[src/rtl/idma_job_arbiter.sv]
// idma_job_arbiter
//
// Lets NumInp job sources (1-D frontends, nd-midends) share one iDMA
// backend. A job is picked from the valid sources and forwarded to the
// backend request port. The index of each accepted job's source is pushed
// into an in-order tag FIFO. The backend completes jobs in issue order, so
// the FIFO head tells us which source each backend response belongs to.
//
// Parameters
//   NumInp          number of job sources (>= 2)
//   MaxOutstanding  tag FIFO depth = max accepted jobs awaiting a response
//                   (power of two, >= 2)
//   idma_req_t      backend job type
//   idma_rsp_t      backend response type
//
// Ports
//   clk_i, rst_ni               clock, asynchronous active-low reset
//   req_i / req_valid_i         jobs from the sources
//   req_ready_o                 per-source job accept
//   rsp_o / rsp_valid_o         responses to the sources
//   rsp_ready_i                 per-source response ready
//   req_o / req_valid_o         job to the backend
//   req_ready_i                 backend ready
//   rsp_i / rsp_valid_i         response from the backend
//   rsp_ready_o                 response ready to the backend
//   busy_o                      at least one job is outstanding
//
// Build option
//   IDMA_JOB_ARB_FIXED_PRIO_EN  when defined, the lowest valid index wins
//                               every arbitration and the round-robin
//                               pointer does not exist. Default: round-robin.
//
// Arbiter states
//   state     | meaning
//   ----------+------------------------------------------------------------
//   ST_IDLE   | no lock; a winner is chosen combinationally each cycle
//   ST_LOCKED | backend stalled a presented job; grant held on grant_q
module idma_job_arbiter #(
  parameter int unsigned NumInp         = 2,
  parameter int unsigned MaxOutstanding = 4,
  parameter type         idma_req_t     = logic,
  parameter type         idma_rsp_t     = logic
) (
  input  logic                clk_i,
  input  logic                rst_ni,
  input  idma_req_t           req_i       [NumInp],
  input  logic [NumInp-1:0]   req_valid_i,
  output logic [NumInp-1:0]   req_ready_o,
  output idma_rsp_t           rsp_o       [NumInp],
  output logic [NumInp-1:0]   rsp_valid_o,
  input  logic [NumInp-1:0]   rsp_ready_i,
  output idma_req_t           req_o,
  output logic                req_valid_o,
  input  logic                req_ready_i,
  input  idma_rsp_t           rsp_i,
  input  logic                rsp_valid_i,
  output logic                rsp_ready_o,
  output logic                busy_o
);

  localparam int unsigned IdxW = $clog2(NumInp);
  localparam int unsigned PtrW = $clog2(MaxOutstanding);
  localparam int unsigned CntW = PtrW + 1;

  typedef logic [IdxW-1:0] idx_t;
  typedef logic [PtrW-1:0] ptr_t;
  typedef logic [CntW-1:0] cnt_t;

  typedef enum logic {
    ST_IDLE,
    ST_LOCKED
  } state_e;

  state_e state_q, state_d;
  idx_t   grant_q, grant_d;
  idx_t   fifo_q [MaxOutstanding];
  idx_t   fifo_d [MaxOutstanding];
  ptr_t   wr_ptr_q, wr_ptr_d;
  ptr_t   rd_ptr_q, rd_ptr_d;
  cnt_t   count_q, count_d;

  logic   full;
  logic   empty;
  idx_t   win;
  idx_t   gnt_idx;
  logic   gnt_vld;
  logic   push;
  logic   pop;
  idx_t   head;

  // Wrapping increment of a source index; NumInp need not be a power of two.
  function automatic idx_t next_idx(input idx_t i);
    return (32'(i) == NumInp - 1) ? '0 : i + idx_t'(1);
  endfunction

`ifdef IDMA_JOB_ARB_FIXED_PRIO_EN

  function automatic idx_t pick_fixed(input logic [NumInp-1:0] valid);
    idx_t w;
    logic found;
    w     = '0;
    found = 1'b0;
    for (int unsigned k = 0; k < NumInp; k++) begin
      if (!found && valid[idx_t'(k)]) begin
        w     = idx_t'(k);
        found = 1'b1;
      end
    end
    return w;
  endfunction

  assign win = pick_fixed(req_valid_i);

`else

  idx_t rr_ptr_q, rr_ptr_d;

  // First valid index at or after ptr, wrapping around.
  function automatic idx_t pick_rr(input logic [NumInp-1:0] valid, input idx_t ptr);
    idx_t w;
    idx_t cand;
    logic found;
    w     = ptr;
    found = 1'b0;
    for (int unsigned k = 0; k < NumInp; k++) begin
      cand = idx_t'((32'(ptr) + k) % NumInp);
      if (!found && valid[cand]) begin
        w     = cand;
        found = 1'b1;
      end
    end
    return w;
  endfunction

  assign win = pick_rr(req_valid_i, rr_ptr_q);

  // The pointer only advances on a handshake, past whoever was served.
  assign rr_ptr_d = push ? next_idx(gnt_idx) : rr_ptr_q;

  always_ff @(posedge clk_i or negedge rst_ni) begin
    if (!rst_ni) begin
      rr_ptr_q <= '0;
    end else begin
      rr_ptr_q <= rr_ptr_d;
    end
  end

`endif

  // Full is taken from the registered count: a pop in the same cycle does
  // not open a slot until the next cycle, which keeps req_valid_o free of
  // any path from rsp_valid_i / rsp_ready_i.
  assign full  = (count_q == cnt_t'(MaxOutstanding));
  assign empty = (count_q == '0);

  always_comb begin
    if (state_q == ST_LOCKED) begin
      gnt_idx = grant_q;
      gnt_vld = !full;
    end else begin
      gnt_idx = win;
      gnt_vld = (|req_valid_i) && !full;
    end
  end

  // Request path
  assign req_o       = req_i[gnt_idx];
  assign req_valid_o = gnt_vld;
  assign push        = gnt_vld && req_ready_i;

  always_comb begin
    req_ready_o = '0;
    if (gnt_vld) begin
      req_ready_o[gnt_idx] = req_ready_i;
    end
  end

  // Response path: only the source at the FIFO head sees the response.
  assign head        = fifo_q[rd_ptr_q];
  assign rsp_ready_o = rsp_ready_i[head] && !empty;
  assign pop         = rsp_valid_i && rsp_ready_o;
  assign busy_o      = !empty;

  always_comb begin
    rsp_valid_o       = '0;
    rsp_valid_o[head] = rsp_valid_i && !empty;
  end

  always_comb begin
    for (int unsigned i = 0; i < NumInp; i++) begin
      rsp_o[i] = rsp_i;
    end
  end

  // Lock: once a job is presented and stalled, keep presenting that source
  // until the backend takes it.
  always_comb begin
    state_d = state_q;
    grant_d = grant_q;
    if (state_q == ST_IDLE) begin
      if (gnt_vld && !req_ready_i) begin
        state_d = ST_LOCKED;
        grant_d = win;
      end
    end else if (push) begin
      state_d = ST_IDLE;
    end
  end

  // Tag FIFO
  always_comb begin
    fifo_d   = fifo_q;
    wr_ptr_d = wr_ptr_q;
    rd_ptr_d = rd_ptr_q;
    count_d  = count_q;
    if (push) begin
      fifo_d[wr_ptr_q] = gnt_idx;
      wr_ptr_d         = wr_ptr_q + ptr_t'(1);
    end
    if (pop) begin
      rd_ptr_d = rd_ptr_q + ptr_t'(1);
    end
    case ({push, pop})
      2'b10:   count_d = count_q + cnt_t'(1);
      2'b01:   count_d = count_q - cnt_t'(1);
      default: count_d = count_q;
    endcase
  end

  always_ff @(posedge clk_i or negedge rst_ni) begin
    if (!rst_ni) begin
      state_q  <= ST_IDLE;
      grant_q  <= '0;
      wr_ptr_q <= '0;
      rd_ptr_q <= '0;
      count_q  <= '0;
      for (int unsigned i = 0; i < MaxOutstanding; i++) begin
        fifo_q[i] <= '0;
      end
    end else begin
      state_q  <= state_d;
      grant_q  <= grant_d;
      wr_ptr_q <= wr_ptr_d;
      rd_ptr_q <= rd_ptr_d;
      count_q  <= count_d;
      fifo_q   <= fifo_d;
    end
  end

`ifndef SYNTHESIS
  // A response with nothing outstanding is a backend protocol error; it is
  // ignored by the logic above but flagged here.
  rsp_on_empty_a: assert property (@(posedge clk_i) disable iff (!rst_ni)
                                   !(rsp_valid_i && empty))
    else $error("idma_job_arbiter: backend response with no outstanding job");
`endif

endmodule

[config.mk]
export PLATFORM = sky130hd
export DESIGN_NAME = idma_job_arbiter
export DESIGN_NICKNAME = d
export VERILOG_FILES = /design/src/rtl/idma_job_arbiter.sv
export SDC_FILE = /design/constraint.sdc
export NUM_CORES = 1
export LEC_CHECK = 0
export CAP_MARGIN = 0
export CORE_MARGIN = 5
export CORE_UTILIZATION = 45
export DETAILED_ROUTE_END_ITERATION = 10
export PLACE_DENSITY = 0.84
export SLEW_MARGIN = 25
export SYNTH_ARGS = -nofsm -noshare
export SYNTH_HDL_FRONTEND = slang
export SYNTH_SLANG_ARGS = --single-unit
[constraint.sdc]
create_clock -name clk_i -period 3.4 [get_ports clk_i]
set_input_delay 0.34 -clock clk_i [delete_from_list [all_inputs] [get_ports clk_i]]
set_output_delay 0.34 -clock clk_i [all_outputs]
set_load 0.01 [all_outputs]
==> impl_metrics.ini, run 1 <==
[detailed_routing]
drt_iter0_drc = 1
drcViolationCount = 0
ant_nets = 0
routedWlPerCell_um = 12.8
first_pass_iters = 4
routed_wl_um = 1610
vias = 609
vias_per_cell = 4.83

[sta]
fin_skew_ns = 0.000554
tightest_slew_ns = 0.612
rsz0062_at_grt = no
period_share_pct = 77.3
tns_ns = 0
report.final.slew_viol_count = 0
final-setup-viol-count = 0
timing.fmax_mhz = 380
relSlewSlack_pct = 59.0
timing.hold.ws_ns = 0.427
min_period_ns = 2.63
hold_viol = 0

[placement]
gp_congestion = 0.679
placed_area_um2 = 1050
portBuffers = 17
placed_cells = 122
hpwl_um = 1270

[setup_path]
cp_num_buf_inv = 3
worstPathArrival_ns = 2.29
path_cells = clkdlybuf4s50_1, inv_1, maj3_2, mux2_4, mux2_4, clkdlybuf4s50_1
max_stage_delay_ns = 0.49
r2r_end = count_q[2]
criticalPathCategory = in2out
reg2reg_depth = 9
r2r-start = count_q[0]
cp_max_fo = 8
cpLargestDelayFamily = buffers and inverters
cp-start-kind = primary input
reg2reg_slack_ns = 1.04
required_ns = 3.06
crit_slowest_cell = clkdlybuf4s50_1
end_kind = primary output

[power_and_ir_drop]
netSwitchingFraction_pct = 37.3
leakagePower_nw = 0.517
ir_drop_v = 0.000468
powerDensity_nw_per_um2 = 888
internal_power_mw = 0.608
power_frac_comb_pct = 53.4
clockPowerShare_pct = 12.8
finalPower_mw = 0.969
switchingPower_mw = 0.361
seq_power_share_pct = 33.7

[cts]
clock_sinks = 14
cts_hold_buf = 0
clock_latency_ns = 0.29
cts_buffers = 3
cts_tree = done
cts_resized = 0
cts_max_path_buffers = 2
cts-root-buf = clkbuf_4
cts_setup_buffers = 0
cts.clk_slew.worst_paths_ns = 0.09
htreeDepth = 1

[yosys]
synthDominantCellAreaShare_pct = 39.9
synth_area_leaders = dfrtp_1 40%, mux2_4 10%, mux2i_1 8.0%
yosysTopAreaCell = dfrtp_1
yosysUniqueCellTypes = 25
ys_warn_count = 0
ys_seq_elements = 14
syn_avg_cell_area_um2 = 10.8
syn_inst = 81
syn_area_um2 = 877
yosysSeqAreaShare_pct = 39.9
syn-num-nets = 98

[cells_and_area]
finalNonFillerCells = 126
final_cell_mix = 17 x clkdlybuf4s50_1, 14 x dfrtp_1, 8 x inv_1
drive_gt1_share_pct = 17.2
area_growth_pct = 24.4
num-nets-final = 117
fin_area_um2 = 1090
final_common_cell = clkdlybuf4s50_1
antenna_cells = 0

[die]
fp.dieH_um = 54.2
start_util_pct = 46.1
dieArea_um2 = 2930
num_io_pins = 21
rows = 16
die_w_um = 54.2
coreArea_um2 = 1900

[run]
drv_cap = 0

[grt]
grt_max_degree = 15
grt_overflow = 0
antenna_found_initial = 0
track_usage_pct = 12.8
grt_pass1_vias = 632
grt_pass1_wl_um = 2630

[status]
status = finished clean

[worst_hold_path]
min_path_type = in2async
## cell families (layout without fill, tap and decap cells)
| logic type | count (synthesis) | count (layout) | synth area share (%) |
|---|---|---|---|
| DFF | 14 | 14 | 39.9 |
| xor gates and xnor gates | 5 | 5 | 4.99 |
| buffers and inverters | 11 | 29 | 6.42 |
| muxes | 14 | 14 | 19.5 |
| adders and majority gates | 7 | 7 | 10.7 |
| AOI/OAI and AO/OA | 5 | 5 | 3.42 |
| and+or+nand+nor | 25 | 25 | 15.0 |
## per-layer routing
metal	part of all wire [%]	vias up	GRT usage (%)	wire [um]
li1	-	302	-	-
met1	43	287	14.0	695
met2	49	18	22.3	782
met3	7.4	2	4.43	120
met4	0.81	0	4.98	13
met5	0	-	0	0
## power groups by stage
stage	clock network (mW)	registers (mW)	logic, mW
after floorplan	0	0.310	0.381
after global placement	0	0.325	0.503
after detailed placement	0	0.330	0.526
after CTS	0.127	0.328	0.528
after global routing	0.136	0.341	0.568
final	0.124	0.327	0.518
## sequential cells by signal, indices dropped and copies added, names as in the netlist, named ones only
signal / flops
count_q: 3
fifo_q: 4
grant_q: 1
rd_ptr_q: 2
rr_ptr_q: 1
wr_ptr_q: 2
## cells in the mapped netlist
library cell	number
xnor2_1	2
and2_2	1
o21ai_0	3
xor2_1	3
buf_6	1
mux2_4	6
ha_1	5
or3b_1	1
and3_1	1
nor3_1	3
or3_1	1
nor3b_1	2
maj3_2	1
fa_1	1
nand2_2	4
dfrtp_1	14
nor2b_1	1
buf_4	2
mux2i_1	7
nor2_1	7
a21o_1	1
inv_1	8
mux2_2	1
nand2_1	4
o31ai_1	1
## cell type report
type	count	area, um^2
clock buffers	4	36.3
fillers	173	811
inverters	8	30.0
multi-input cells	56	470
flip-flops and latches	14	350
well taps	27	33.8
repair buffers	17	170
## worst reg2reg max path: stages (launching register included)
cell and delay [ns]:
dfrtp_1 0.44, or3b_1 0.36, and3_1 0.30, inv_1 0.16, ha_1 0.19, inv_1 0.06, fa_1 0.37, xor2_1 0.15
nor2_1 0.11, xor2_1 0.15
## how the worst max path moves through the flow
| stage | from | endpoint | slack [ns] | cells after the start |
|---|---|---|---|---|
| 2_1_floorplan | count_q[0] | count_q[2] | 1.22 | 10 |
| 3_3_place_gp | req_valid_i[1] | count_q[2] | 0.74 | 10 |
| 3_5_place_dp | req_valid_i[1] | count_q[2] | 0.65 | 10 |
| 4_1_cts | req_valid_i[0] | req_o | 0.75 | 6 |
| 5_1_grt | req_valid_i[0] | req_o | 0.71 | 6 |
| 6_report | req_valid_i[0] | req_o | 0.77 | 6 |
## metrics by stage
stage | setup slack [ns] | utilization, %
after floorplan | 1.22 | -
after global placement | 0.742 | 55.5
after detailed placement | 0.646 | 55.5
after CTS | 0.750 | 57.4
after global routing | 0.711 | 57.4
final | 0.772 | 57.4
Note: power is estimated with default switching activity, not from simulation.
==> run 2, diff against run 1 <==
--- a/config.mk
+++ b/config.mk
@@ -7,7 +7,7 @@
 export LEC_CHECK = 0
 export CAP_MARGIN = 0
 export CORE_MARGIN = 5
-export CORE_UTILIZATION = 45
+export CORE_UTILIZATION = 43
 export DETAILED_ROUTE_END_ITERATION = 10
 export PLACE_DENSITY = 0.84
 export SLEW_MARGIN = 25
==> constraint.sdc (replaced) <==
create_clock -name clk_i -period 2.4 [get_ports clk_i]
set_input_delay 0.24 -clock clk_i [delete_from_list [all_inputs] [get_ports clk_i]]
set_output_delay 0.24 -clock clk_i [all_outputs]
set_load 0.01 [all_outputs]
==> run 2 against run 1 <==
  * Register-to-register slack worse by 0.88 ns
  * Critical path depth is 1 lower
  * Via count is 5.4% higher
  * Cell area is 5.3% higher
  * Worst hold slack worse by 0.081 ns
  * Core utilization is 1.2 points higher
  * Clock-buffer cell count stayed put
  * Cell count is 4.8% higher
  * Sequential cell count stayed put
  * Critical path type is now reg2out
==> impl_metrics.ini, run 2 (same netlist as run 1, synthesis figures left out) <==
[sta]
timing.hold.ws_ns = 0.346
hold_viol = 0
tns_ns = 0
period_share_pct = 96.6
setup_ws_ns = 0.0826
tightest_slew_ns = 0.639
report.final.slew_viol_count = 0
fin_skew_ns = 0.00341
final-setup-viol-count = 0
min_period_ns = 2.32
timing.fmax_mhz = 432
relSlewSlack_pct = 57.2
rsz0062_at_grt = no

[grt]
grt_max_degree = 15
met2_usage_pct = 22.2
use_met1_pct = 14.4
grt_overflow = 0
busiest_layer = met2
use_met3_pct = 2.68
track_usage_pct = 12.8
grt_pass1_wl_um = 2690
antenna_found_initial = 0
grt_pass1_vias = 665

[setup_path]
cp-start-kind = register
r2r_end = count_q[2]
criticalPathCategory = reg2out
endpoint = req_ready_o[1]
critPathLaunch = count_q[1]
reg2reg_slack_ns = 0.16
r2r-start = rd_ptr_q[1]
path_cells = or3b_1, and3_1, buf_4, and2_2, clkdlybuf4s50_1
reg2reg_depth = 10
required_ns = 2.16
cp_max_fo = 8
end_kind = primary output
worstPathArrival_ns = 2.08
max_stage_delay_ns = 0.47
crit_slowest_cell = clkdlybuf4s50_1

[cells_and_area]
final_common_cell = clkdlybuf4s50_1
largest_register_ff_count = 4
reg_top3 = fifo_q (4), count_q (3)
fin_area_um2 = 1150
finalNonFillerCells = 132
drive_gt1_share_pct = 26.7
area_growth_pct = 31.0
antenna_cells = 0
top_register = fifo_q
num-fill-cells = 183
final_util_pct = 58.5
final_cell_mix = 16 x clkdlybuf4s50_1, 12 x dfrtp_1, 8 x inv_1
num-nets-final = 123

[cts]
cts.clk_slew.worst_paths_ns = 0.09
cts_max_path_buffers = 2
cts_hold_buf = 0
clock_latency_ns = 0.28
htreeDepth = 1
cts-root-buf = clkbuf_4
cts_buffers = 3
clock_sinks = 14
cts_tree = done

[power_and_ir_drop]
power_frac_comb_pct = 55.6
internal_power_mw = 0.925
clockPowerShare_pct = 11.7
switchingPower_mw = 0.535
leakagePower_nw = 0.542
ir_drop_v = 0.000611
netSwitchingFraction_pct = 36.7
finalPower_mw = 1.46
powerDensity_nw_per_um2 = 1270
seq_power_share_pct = 32.6

[die]
die_w_um = 55.2
coreArea_um2 = 1960
dieArea_um2 = 3040
fp.dieH_um = 55.2
num_io_pins = 21
rows = 16
start_util_pct = 44.7

[placement]
hpwl_um = 1290
placed_cells = 126
gp_congestion = 0.763
post-place-ws_ns = -0.0356
portBuffers = 17
placed_area_um2 = 1080

[detailed_routing]
routed_wl_um = 1630
first_pass_iters = 4
ant_nets = 0
drcViolationCount = 0
vias_per_cell = 4.86
drt_iter0_drc = 11
vias = 642
routedWlPerCell_um = 12.4

[worst_hold_path]
min_path_type = in2async

[status]
status = finished clean

[run]
drv_cap = 0
run 2: changes by cell type in the layout (fill, tap and decap cells not counted):
cell / before / now
dfrtp_2: 0 / 2
buf_4: 0 / 6
dlygate4sd2_1: 0 / 1
mux2i_2: 0 / 3
mux2i_1: 7 / 4
clkdlybuf4s50_1: 17 / 16
dfrtp_1: 14 / 12
run 2: worst max-delay path, delay by kind of cell (launching register included):
family | cells | cell delay [ns]
simple gates | 3 | 0.74
buf+inv | 2 | 0.64
flops | 1 | 0.42
run 2: worst min path at each step:
stage                                 end  slack (ns)  depth (start not counted)
2_1_floorplan  asynchronous set/reset pin       -0.06                          0
3_3_place_gp                     rsp_o[1]        0.48                          0
3_5_place_dp                     rsp_o[1]        0.48                          0
4_1_cts                          rr_ptr_q        0.36                          1
5_1_grt                        count_q[2]        0.39                          1
6_report                        fifo_q[3]        0.35                          1
run 2: timing repair:
action | CTS | global route
setup endpoints to repair | 1 | 3
gates resized for setup | 1 | 5
setup buffers | 0 | 2
run 2: power groups by stage:
stage	clock network (mW)	registers (mW)	logic [mW]
6_report	0.172	0.477	0.812
5_1_grt	0.190	0.499	0.898
4_1_cts	0.178	0.464	0.773
3_5_place_dp	0	0.467	0.774
3_3_place_gp	0	0.461	0.741
2_1_floorplan	0	0.439	0.540
run 2: cell type report:
| cell class | instances | area [um^2] | area share (%) |
|---|---|---|---|
| inverters | 8 | 30.0 | 2.61 |
| multi-input cells | 56 | 482 | 41.9 |
| repair buffers | 23 | 214 | 18.6 |
| clock buffers | 4 | 36.3 | 3.16 |
| well taps | 27 | 33.8 | 2.94 |
| flip-flops and latches | 14 | 353 | 30.7 |
run 2: routing by layer:
metal	share of wire, %	vias up
li1	-	316
met1	44	295
met2	47	26
met3	6.6	5
met4	2.3	0
met5	0	-
